File: config.mk
export PLATFORM = sky130hd
export DESIGN_NAME = fft_result_unloader
export DESIGN_NICKNAME = d
export VERILOG_FILES = /design/src/rtl/fft_pkg.sv /design/src/rtl/fft_frame_buffer.sv /design/src/rtl/fft_result_unloader.sv
export SDC_FILE = /design/constraint.sdc
export NUM_CORES = 1
export LEC_CHECK = 0
export CORE_MARGIN = 2
export CORE_UTILIZATION = 55
export DETAILED_ROUTE_END_ITERATION = 6
export GPL_TIMING_DRIVEN = 0
export PLACE_DENSITY_LB_ADDON = 0.08
export SYNTH_ARGS = -nofsm -noshare
export SYNTH_HDL_FRONTEND = slang
export SYNTH_SLANG_ARGS = --single-unit
export TNS_END_PERCENT = 1
File: constraint.sdc
create_clock -name clk -period 28.1 [get_ports clk]
set_input_delay 7.025 -clock clk [delete_from_list [all_inputs] [get_ports clk]]
set_output_delay 7.025 -clock clk [all_outputs]
set_load 0.03 [all_outputs]
File: src/rtl/fft_pkg.sv
// Shared constants, lane offsets and types for the 16-point FFT result unloader.
package fft_pkg;

  localparam int unsigned POINT_W      = 17;
  localparam int unsigned PTS_PER_WORD = 4;
  localparam int unsigned WORDS        = 4;
  localparam int unsigned FRAME_PTS    = PTS_PER_WORD * WORDS;
  localparam int unsigned LANE_W       = 2 * POINT_W;
  localparam int unsigned WORD_W       = LANE_W * PTS_PER_WORD;
  localparam int unsigned IDX_W        = $clog2(FRAME_PTS);
  localparam int unsigned WC_W         = $clog2(WORDS);

  // MSB position of Re / Im for lane j; lane 0 sits at the top of the word.
  localparam int unsigned RE_OFS [PTS_PER_WORD] = '{135, 101, 67, 33};
  localparam int unsigned IM_OFS [PTS_PER_WORD] = '{118, 84, 50, 16};

  typedef struct packed {
    logic [POINT_W-1:0] re;
    logic [POINT_W-1:0] im;
  } cpoint_t;

  typedef enum logic {
    FILL  = 1'b0,
    DRAIN = 1'b1
  } state_t;

endpackage

File: src/rtl/fft_frame_buffer.sv
// 16-entry complex-point register file: 4-lane word write, single-point read.
module fft_frame_buffer
  import fft_pkg::*;
(
  input  logic              clk,
  input  logic              rst,
  input  logic              we,
  input  logic [WC_W-1:0]   wr_word,
  input  logic [WORD_W-1:0] wr_data,
  input  logic [IDX_W-1:0]  rd_addr,
  output cpoint_t           rd_data
);

  cpoint_t mem_q [FRAME_PTS];

  // Lane j of word wc carries frequency bin wc + 4j.
  always_ff @(posedge clk or posedge rst) begin
    if (rst) begin
      for (int i = 0; i < FRAME_PTS; i++) begin
        mem_q[i] <= '0;
      end
    end else if (we) begin
      for (int j = 0; j < PTS_PER_WORD; j++) begin
        mem_q[IDX_W'(j * WORDS) + IDX_W'(wr_word)].re <= wr_data[RE_OFS[j] -: POINT_W];
        mem_q[IDX_W'(j * WORDS) + IDX_W'(wr_word)].im <= wr_data[IM_OFS[j] -: POINT_W];
      end
    end
  end

  assign rd_data = mem_q[rd_addr];

endmodule

File: src/rtl/fft_result_unloader.sv
// Buffers four stage-2 FFT result words, then streams X[0]..X[15] in natural order.
module fft_result_unloader
  import fft_pkg::*;
(
  input  logic               clk,
  input  logic               rst,
  input  logic               clear,
  input  logic               in_valid,
  output logic               in_ready,
  input  logic [WORD_W-1:0]  in_word,
  output logic               out_valid,
  input  logic               out_ready,
  output logic [POINT_W-1:0] out_re,
  output logic [POINT_W-1:0] out_im,
  output logic [IDX_W-1:0]   out_index,
  output logic               out_last,
  output logic               frame_done
);

  state_t           state_q;
  logic [WC_W-1:0]  wc_q;
  logic [IDX_W-1:0] n_q;
  logic             frame_done_q;
  logic             in_hs;
  logic             out_hs;
  cpoint_t          rd_point;

  assign in_hs  = (state_q == FILL) && in_valid;
  assign out_hs = (state_q == DRAIN) && out_ready;

  // clear takes priority over any handshake in the same cycle.
  always_ff @(posedge clk or posedge rst) begin
    if (rst) begin
      state_q      <= FILL;
      wc_q         <= '0;
      n_q          <= '0;
      frame_done_q <= 1'b0;
    end else begin
      frame_done_q <= 1'b0;
      if (clear) begin
        state_q <= FILL;
        wc_q    <= '0;
        n_q     <= '0;
      end else begin
        unique case (state_q)
          FILL: begin
            if (in_hs) begin
              wc_q <= wc_q + WC_W'(1);
              if (wc_q == WC_W'(WORDS - 1)) begin
                state_q <= DRAIN;
              end
            end
          end
          DRAIN: begin
            if (out_hs) begin
              n_q <= n_q + IDX_W'(1);
              if (n_q == IDX_W'(FRAME_PTS - 1)) begin
                state_q      <= FILL;
                frame_done_q <= 1'b1;
              end
            end
          end
          default: state_q <= FILL;
        endcase
      end
    end
  end

  fft_frame_buffer u_buf (
    .clk     (clk),
    .rst     (rst),
    .we      (in_hs && !clear),
    .wr_word (wc_q),
    .wr_data (in_word),
    .rd_addr (n_q),
    .rd_data (rd_point)
  );

  assign in_ready   = (state_q == FILL);
  assign out_valid  = (state_q == DRAIN);
  assign out_re     = rd_point.re;
  assign out_im     = rd_point.im;
  assign out_index  = n_q;
  assign out_last   = (state_q == DRAIN) && (n_q == IDX_W'(FRAME_PTS - 1));
  assign frame_done = frame_done_q;

endmodule

### Word level (Yosys, flattened, before mapping)

Cells that the tools add are included.

| operators by class | value |
|---|---|
| $add $sub $neg | 5 |
| magnitude comparators | 9 |
| equal/unequal tests | 3 |
| multiplexer cells | 43 |
| bitwise operators | 6 |
| reduce and logical (&&, ||, !) cells | 14 |

Operator list:

| cell | count |
|---|---|
| 544-bit bitwise mux | 8 |
| 34-bit demux with 4-bit select | 8 |
| 34-bit two-way mux | 6 |
| 34-bit binary-select mux with 4-bit select | 1 |
| 17-bit two-way mux | 4 |
| 5-bit >= comparator (second input constant) | 5 |
| 5-bit by 1-bit < comparator with 1-bit output (second input constant) | 4 |
| 4-bit inverter with 5-bit output | 4 |
| 4-bit two-way mux | 3 |
| 1-bit two-way mux | 9 |
| 1-bit logical AND | 8 |
| 2-bit two-way mux | 3 |
| 2-bit nonzero test | 3 |
| 2-bit inverter with 5-bit output | 1 |
| 3-bit by 2-bit adder with 4-bit output (first input constant) | 1 |
| 3-bit by 3-bit adder with 4-bit output (first input constant) | 1 |
| 4-bit by 1-bit adder with 4-bit output (second input constant) | 1 |
| 4-bit by 2-bit adder with 4-bit output (first input constant) | 1 |
| 4-bit equality test (second input constant) | 1 |
| 2-bit AND reduction | 2 |
| 2-bit by 1-bit adder with 2-bit output (second input constant) | 1 |
| 2-bit equality test (second input constant) | 1 |
| 2-bit inequality test (second input constant) | 1 |
| 1-bit one-hot mux with 2 select lines | 1 |
| 2 further kinds | 2 |

| word-level totals | value |
|---|---|
| flip-flop bits (word level) | 552 |
| output and inout bits | 42 |

### Longest topological paths before layout

Gate-level depths: netlist of the first run.

| logic depth | value |
|---|---|
| word-level depth | 13 |
| gate-level depth with buffers | 7 |

### Cells and area by module

A second synthesis of the first run with hierarchy kept.

| second synthesis, totals | value |
|---|---|
| cell total of the unflattened synthesis | 1477 |
| area total of the unflattened synthesis | 24612.4 µm² |

By module, submodules not included:

| module | times used | cells an instance | area an instance (µm²) | sequential area each (µm²) |
|---|---|---|---|---|
| fft_frame_buffer | 1 | 1440 | 24233.2 | 13613.1 |
| fft_result_unloader | 1 | 37 | 379.1 | 200.2 |

### Least setup slack after synthesis of the first run

Ideal clock, no wire load.

| timing | value |
|---|---|
| path type | register -> output |
| from | reg n_q[0] (netlist: out_index[0]) |
| to | out out_re[10] |
| data arrival time | 1.972 ns |
| slack | 19.103 ns |
| stages on the path, launching flop included | 6 |
| path through | dfrtp_1 > buf_4 > buf_2 > mux4_2 > a22oi_1 > nand2_1 |

| on the way | value |
|---|---|
| cells in the longest elaborated chain, start to end | 4 |

RTL lines:

| item | RTL line | text |
|---|---|---|
| start: declaration | fft_result_unloader.sv:22 | `logic [IDX_W-1:0] n_q;` |
| start signal: assignment | fft_result_unloader.sv:56 | `n_q <= n_q + IDX_W'(1);` |
| 4-bit inverter with 5-bit output (implied by the code) | fft_frame_buffer.sv:30 | `assign rd_data = mem_q[rd_addr];` |
| 34-bit binary-select mux with 4-bit select | fft_frame_buffer.sv:30 |  |
| 34-bit two-way mux (implied by the code) (2 in a row) | fft_frame_buffer.sv:30 |  |
| end: declaration | fft_result_unloader.sv:13 | `output logic [POINT_W-1:0] out_re,` |

No other way between the ends. The select of a mux whose other input is x is not followed.

### Worst setup path in the final report of the first run

| timing | value |
|---|---|
| from | reg n_q[0] (netlist: out_index[0]) |
| to | out out_re[15] |

The elaborated chain is that of the path after synthesis.

==> reports/metrics.cfg, run 1 <==
[cts]
cts_resized=0
clock_path_buffers=3
root_buffer=clkbuf_16
clkSinkCount=552
path_clk_slew_ps=60
clock_latency_ps=620
postCtsHoldBufs=0
cts_max_level=2
post_cts_buffers=0
cts_tree=done
cts_buffers=58

[sta]
period_needed_ps=11120
hold_viol=0
slew_headroom_pct=43.0
timing.fmax_ghz=0.0899
drv_slew=0
finalClockSkew_ps=9.99
tightest_slew_ps=855
rsz0062_at_grt=false
post-route-period-util_pct=39.6
tns_ps=0
finalSetupViolCount=0

[critical_path]
critPathLaunchType=flip-flop
path_max_fanout=10
setup.worst_path.class=reg -> out
cp.required_ps=21080
cp.arrival_ps=4100
crit_path_end_kind=output port
rrSetupSlack_ps=26010

[synth]
yosys_warnings=0
synth_area_leader_cell=dfrtp_1
syn_area_um2=25500
synth.most_common_cell=dfrtp_1
synth_top_area_share_pct=54.1
synth.area.top_cells=dfrtp_1 54%, mux2_2 17%, mux2_4 9.4%, mux4_2 6.3%, mux2i_1 5.1%
synth_edf_count=0
syn_inst=1629
synth_commonest_cells=552 x dfrtp_1, 384 x mux2_2, 160 x mux2_4, 131 x mux2i_1, 99 x a22oi_1
syn_nets=1775
synth_ff_type=dfrtp_1
ys_ff_latch=552
postSynthAreaPerCell_um2=15.7
async_flop_share_pct=100
synth_cell_types=29
synth_seq_area_share_pct=54.1

[grt]
grt_antenna_before_repair=9
grt_util_all_layers_pct=28.7
first_global_vias=16500
grt_max_degree=137
grt_pass1_wl_um=102000
overflow=0

[die]
die_area_um2=48200
die_w_um=220
rows=78
die_height_um=220
ioPinCount=183
initial_core_util_pct=56.1
core_area_um2=45600

[outcome]
outcome=finished, final reports clean

[finish]
fillers=3271
drive_gt1_share_pct=42.7
fin_nets=2020
ff_latch_area_um2=13800
multi_input_area_um2=11000
syn_to_final_growth_pct=17.6

[detailed_routing]
via_per_inst=6.03
vias=15200
avgRoutedWirePerCell_um=26.6
drc=0
routed_wl_um=67100
firstDrtPassIters=5
drtIter0Drc=899
ant_nets=0

[job]
max_cap_violations=0

[power_and_ir_drop]
p_per_area_nw_per_um2=81.5
leakage_nw=13.0
finalPower_mw=2.45
max-vdd-ir-drop_v=0.0000560

[placed_design]
gp_congestion=0.798
dpl.hpwl_um=45600
port_buffers=181

[min_path]
min_path_type=reg -> reg

==> cell usage in the layout, fill, tap and decap left out, drive strengths merged <==
| cell type | Yosys | final |
|---|---|---|
| clkdlybuf4s50 | 0 | 181 |
| a22oi | 99 | 99 |
| mux2i | 131 | 131 |
| nand2b | 4 | 4 |
| nand3 | 36 | 36 |
| mux2 | 544 | 544 |
| bufinv | 0 | 1 |
| nor2b | 5 | 5 |
| ha | 5 | 5 |
| a21oi | 2 | 2 |
| and2 | 5 | 5 |
| inv | 4 | 5 |
| clkbuf | 11 | 95 |
| xor2 | 3 | 3 |
| a211oi | 1 | 1 |
| nand2 | 37 | 37 |
| and4 | 1 | 1 |
| clkinv | 0 | 18 |
| buf | 105 | 109 |
| diode | 0 | 6 |
| mux4 | 71 | 71 |
| nand4 | 1 | 1 |
| xnor2 | 1 | 1 |
| dfrtp | 552 | 552 |
| nor2 | 11 | 11 |
==> layout make-up <==
cell class                      count  area share, %
Timing Repair Buffer              185           6.39
Tap cell                          600           2.50
Sequential cell                   552           46.0
Antenna cell                        6         0.0500
Clock buffer                       84           5.59
Inverter                            4         0.0749
Buffer                            116           2.47
Multi-Input combinational cell    957           36.5
Clock inverter                     20          0.441
==> registers in the layout, indices dropped and copies added (netlist names) <==
| name | flops |
|---|---|
| out_valid | 1 |
| out_index | 4 |
| frame_done | 1 |
| wc_q | 2 |
| u_buf.mem_q | 544 |
==> metal layers <==
metal / track usage (%) / share of wire (%) / vias to the layer above
met2: 45.0 / 47 / 448
li1: - / - / 6531
met5: 0 / 0.083 / -
met1: 40.4 / 44 / 8109
met4: 9.26 / 2.9 / 8
met3: 6.14 / 6.5 / 132
==> worst max-delay path: stages, from the launching register on <==
cell             delay, ps
dfrtp_1                490
buf_4                  270
buf_2                  360
buf_2                  440
nor2b_1                640
a22oi_1                400
nand2_1                190
clkdlybuf4s50_1        680
==> power breakdown <==
part           switching (mW)  internal (mW)  leakage (nW)
clock network           0.317          0.422         0.912
registers               0.128           1.04          6.90
logic                   0.199          0.346          5.17
total                   0.644           1.81          13.0
==> worst paths after layout <==
kind	from	endpoint	depth (start not counted)
max in group asynchronous	rst	u_buf.mem_q[402]	4
worst min register to register	u_buf.mem_q[363]	u_buf.mem_q[363]	1
worst min-delay path	u_buf.mem_q[363]	u_buf.mem_q[363]	1
worst max register to register	out_valid	u_buf.mem_q[100]	6
worst max-delay path	out_index[0]	out_re[15]	7
min in group asynchronous	rst	u_buf.mem_q[144]	2
==> cells by family (layout without fill, tap and decap cells) <==
family	after synthesis	in the layout	synth area share, %
muxes	746	746	37.7
other	0	6	0
DFF	552	552	54.1
AOI/OAI and AO/OA	102	102	2.98
and+or+nand+nor	100	100	1.89
xor gates and xnor gates	4	4	0.137
buffers and inverters	120	409	2.96
adders and majority gates	5	5	0.245
==> per-stage QoR <==
step           worst slack (ps)  util [%]  std cells  instance area [µm²]  hold slack, ps
2_1_floorplan              5640         -       1629                25500             475
4_1_cts                   17010      65.9       2518                30000             504
3_5_place_dp              17670      61.9       2414                28200             490
3_3_place_gp               -169      61.7       2410                28100             483
5_1_grt                   16910      65.9       2521                30000             516
6_report                  16980      65.9       2524                30100             499
Note: power is estimated with default switching activity, not from simulation.
==> run 2: changes to the inputs <==
==> constraint.sdc (replaced) <==
create_clock -name clk -period 10.25 [get_ports clk]
set_input_delay 2.5625 -clock clk [delete_from_list [all_inputs] [get_ports clk]]
set_output_delay 2.5625 -clock clk [all_outputs]
set_load 0.03 [all_outputs]
==> run 2 against run 1 <==
Compared with the run above: first-iteration DRC count is 0.11% higher; clock skew is 9.3 ps higher; sequential power grew to 2.7 times the previous value.
==> reports/metrics.cfg, run 2 (synthesis results as in run 1) <==
[finish]
layout.cells.non_filler=2533
mostFrequentLayoutCells=552 x dfrtp_1, 384 x mux2_2, 181 x clkdlybuf4s50_1
drive_gt1_share_pct=43.3
top_register=u_buf.mem_q
layout_commonest_cell=dfrtp_1
largest_reg_flops=544
syn_to_final_growth_pct=18.9
fin_nets=2029

[placed_design]
dp_slack_ps=4260
dpl.hpwl_um=46700
gp_congestion=0.794
dp.cells=2424
port_buffers=181

[grt]
grt_util_all_layers_pct=28.9
grt_pass1_wl_um=102000
grt_antenna_before_repair=7
grt_max_degree=45
first_global_vias=16400
overflow=0

[power_and_ir_drop]
max-vdd-ir-drop_v=0.000191
swShare_pct=25.9
leakage_nw=13.1
p_int_mw=5.10
clockPowerShare_pct=31.6
p_per_area_nw_per_um2=227
p_sw_mw=1.78
combPwrFrac_pct=21.9
seq_power_share_pct=46.6

[sta]
timing.fmax_ghz=0.152
rsz0062_at_grt=false
tightest_slew_ps=941
period_needed_ps=6590
finalSetupViolCount=0
hold_viol=0
drv_slew=0
slew_headroom_pct=37.3
post-route-period-util_pct=64.3
layout_setup_ws_ps=3660
finalClockSkew_ps=19.3
timing.hold.ws_ps=501

[detailed_routing]
drtIter0Drc=900
routed_wl_um=67900
vias=15200
via_per_inst=6.01
avgRoutedWirePerCell_um=26.8
ant_nets=0
firstDrtPassIters=5
drc=0

[die]
core_area_um2=45600
die_w_um=220
rows=78
die_height_um=220
ioPinCount=183
initial_core_util_pct=56.1
die_area_um2=48200

[critical_path]
cp-endpoint=out_re[15]
rrSetupSlack_ps=8140
critPathLaunch=out_index[0]
setup.worst_path.class=reg -> out
reg2reg_to=u_buf.mem_q[207]
path_max_fanout=10
cp.arrival_ps=4030
cp.required_ps=7690
r2r_start=out_valid
crit_path_end_kind=output port
critPathLaunchType=flip-flop
reg2regPathDepth=7

[cts]
path_clk_slew_ps=60
cts_buffers=57
cts_max_level=2
clock_latency_ps=610
cts_tree=done
root_buffer=clkbuf_16
post_cts_buffers=0
clock_path_buffers=3
cts_resized=0
clkSinkCount=552
postCtsHoldBufs=0

[outcome]
outcome=finished, final reports clean

[job]
max_cap_violations=0

[min_path]
min_path_type=reg -> reg

-- run 2: cell count changes in the layout (fill, tap and decap cells not counted), sizes merged --
cell	change
diode	-2
inv	-1
clkbuf	-2
buf	+10
bufinv	+5
clkinv	-2
clkinvlp	+1
-- run 2: how the worst min path moves through the flow --
stage | startpoint | endpoint | slack (ps) | depth (start not counted)
finish | u_buf.mem_q[377] | u_buf.mem_q[377] | 500 | 1
global route | u_buf.mem_q[51] | u_buf.mem_q[51] | 510 | 1
CTS | u_buf.mem_q[387] | u_buf.mem_q[387] | 500 | 1
detailed placement | u_buf.mem_q[281] | u_buf.mem_q[281] | 490 | 1
global placement | u_buf.mem_q[30] | u_buf.mem_q[30] | 480 | 1
floorplan | u_buf.mem_q[384] | u_buf.mem_q[384] | 480 | 1
-- run 2: power groups by stage --
stage          Sequential (mW)  Clock, mW  Combinational, mW
3_3_place_gp              3.19          0               1.44
6_report                  3.20       2.17               1.51
3_5_place_dp              3.22          0               1.51
4_1_cts                   3.19       2.20               1.52
5_1_grt                   3.28       2.30               1.61
2_1_floorplan             3.12          0               1.16
-- run 2: layout make-up --
class	count	area, µm²
fill	3299	15200
sequential	552	13800
multi-input combinational	957	11000
timing repair buffer	195	2090
clock buffer	82	1700
tap	600	751
buffer	116	742
clock inverter	23	273
inverter	4	18.8
antenna	4	10.0
-- run 2: metrics by stage --
step | total power, mW | cell area [µm²] | utilization, % | TNS (ps)
global placement | 4.63 | 28100 | 61.7 | -1617860
global route | 7.19 | 30400 | 66.7 | 0
detailed placement | 4.72 | 28400 | 62.3 | 0
floorplan | 4.27 | 25600 | - | 0
CTS | 6.91 | 30400 | 66.6 | 0
finish | 6.88 | 30400 | 66.7 | 0
-- run 2: routing by layer --
layer | GRT usage (%) | part of all wire (%) | routed length, µm | vias up
li1 | - | - | - | 6536
met1 | 41.2 | 45 | 30800 | 8261
met2 | 46.6 | 48 | 32800 | 339
met3 | 4.54 | 4.3 | 2920 | 91
met4 | 7.93 | 2.0 | 1330 | 4
met5 | 0 | 0.053 | 36 | -
-- run 2: worst max-delay path, stage by stage (launching register included) --
cell	delay, ps
dfrtp_1	480
buf_4	270
buf_2	360
buf_2	450
nor2b_1	600
a22oi_1	390
nand2_1	170
clkdlybuf4s50_1	680
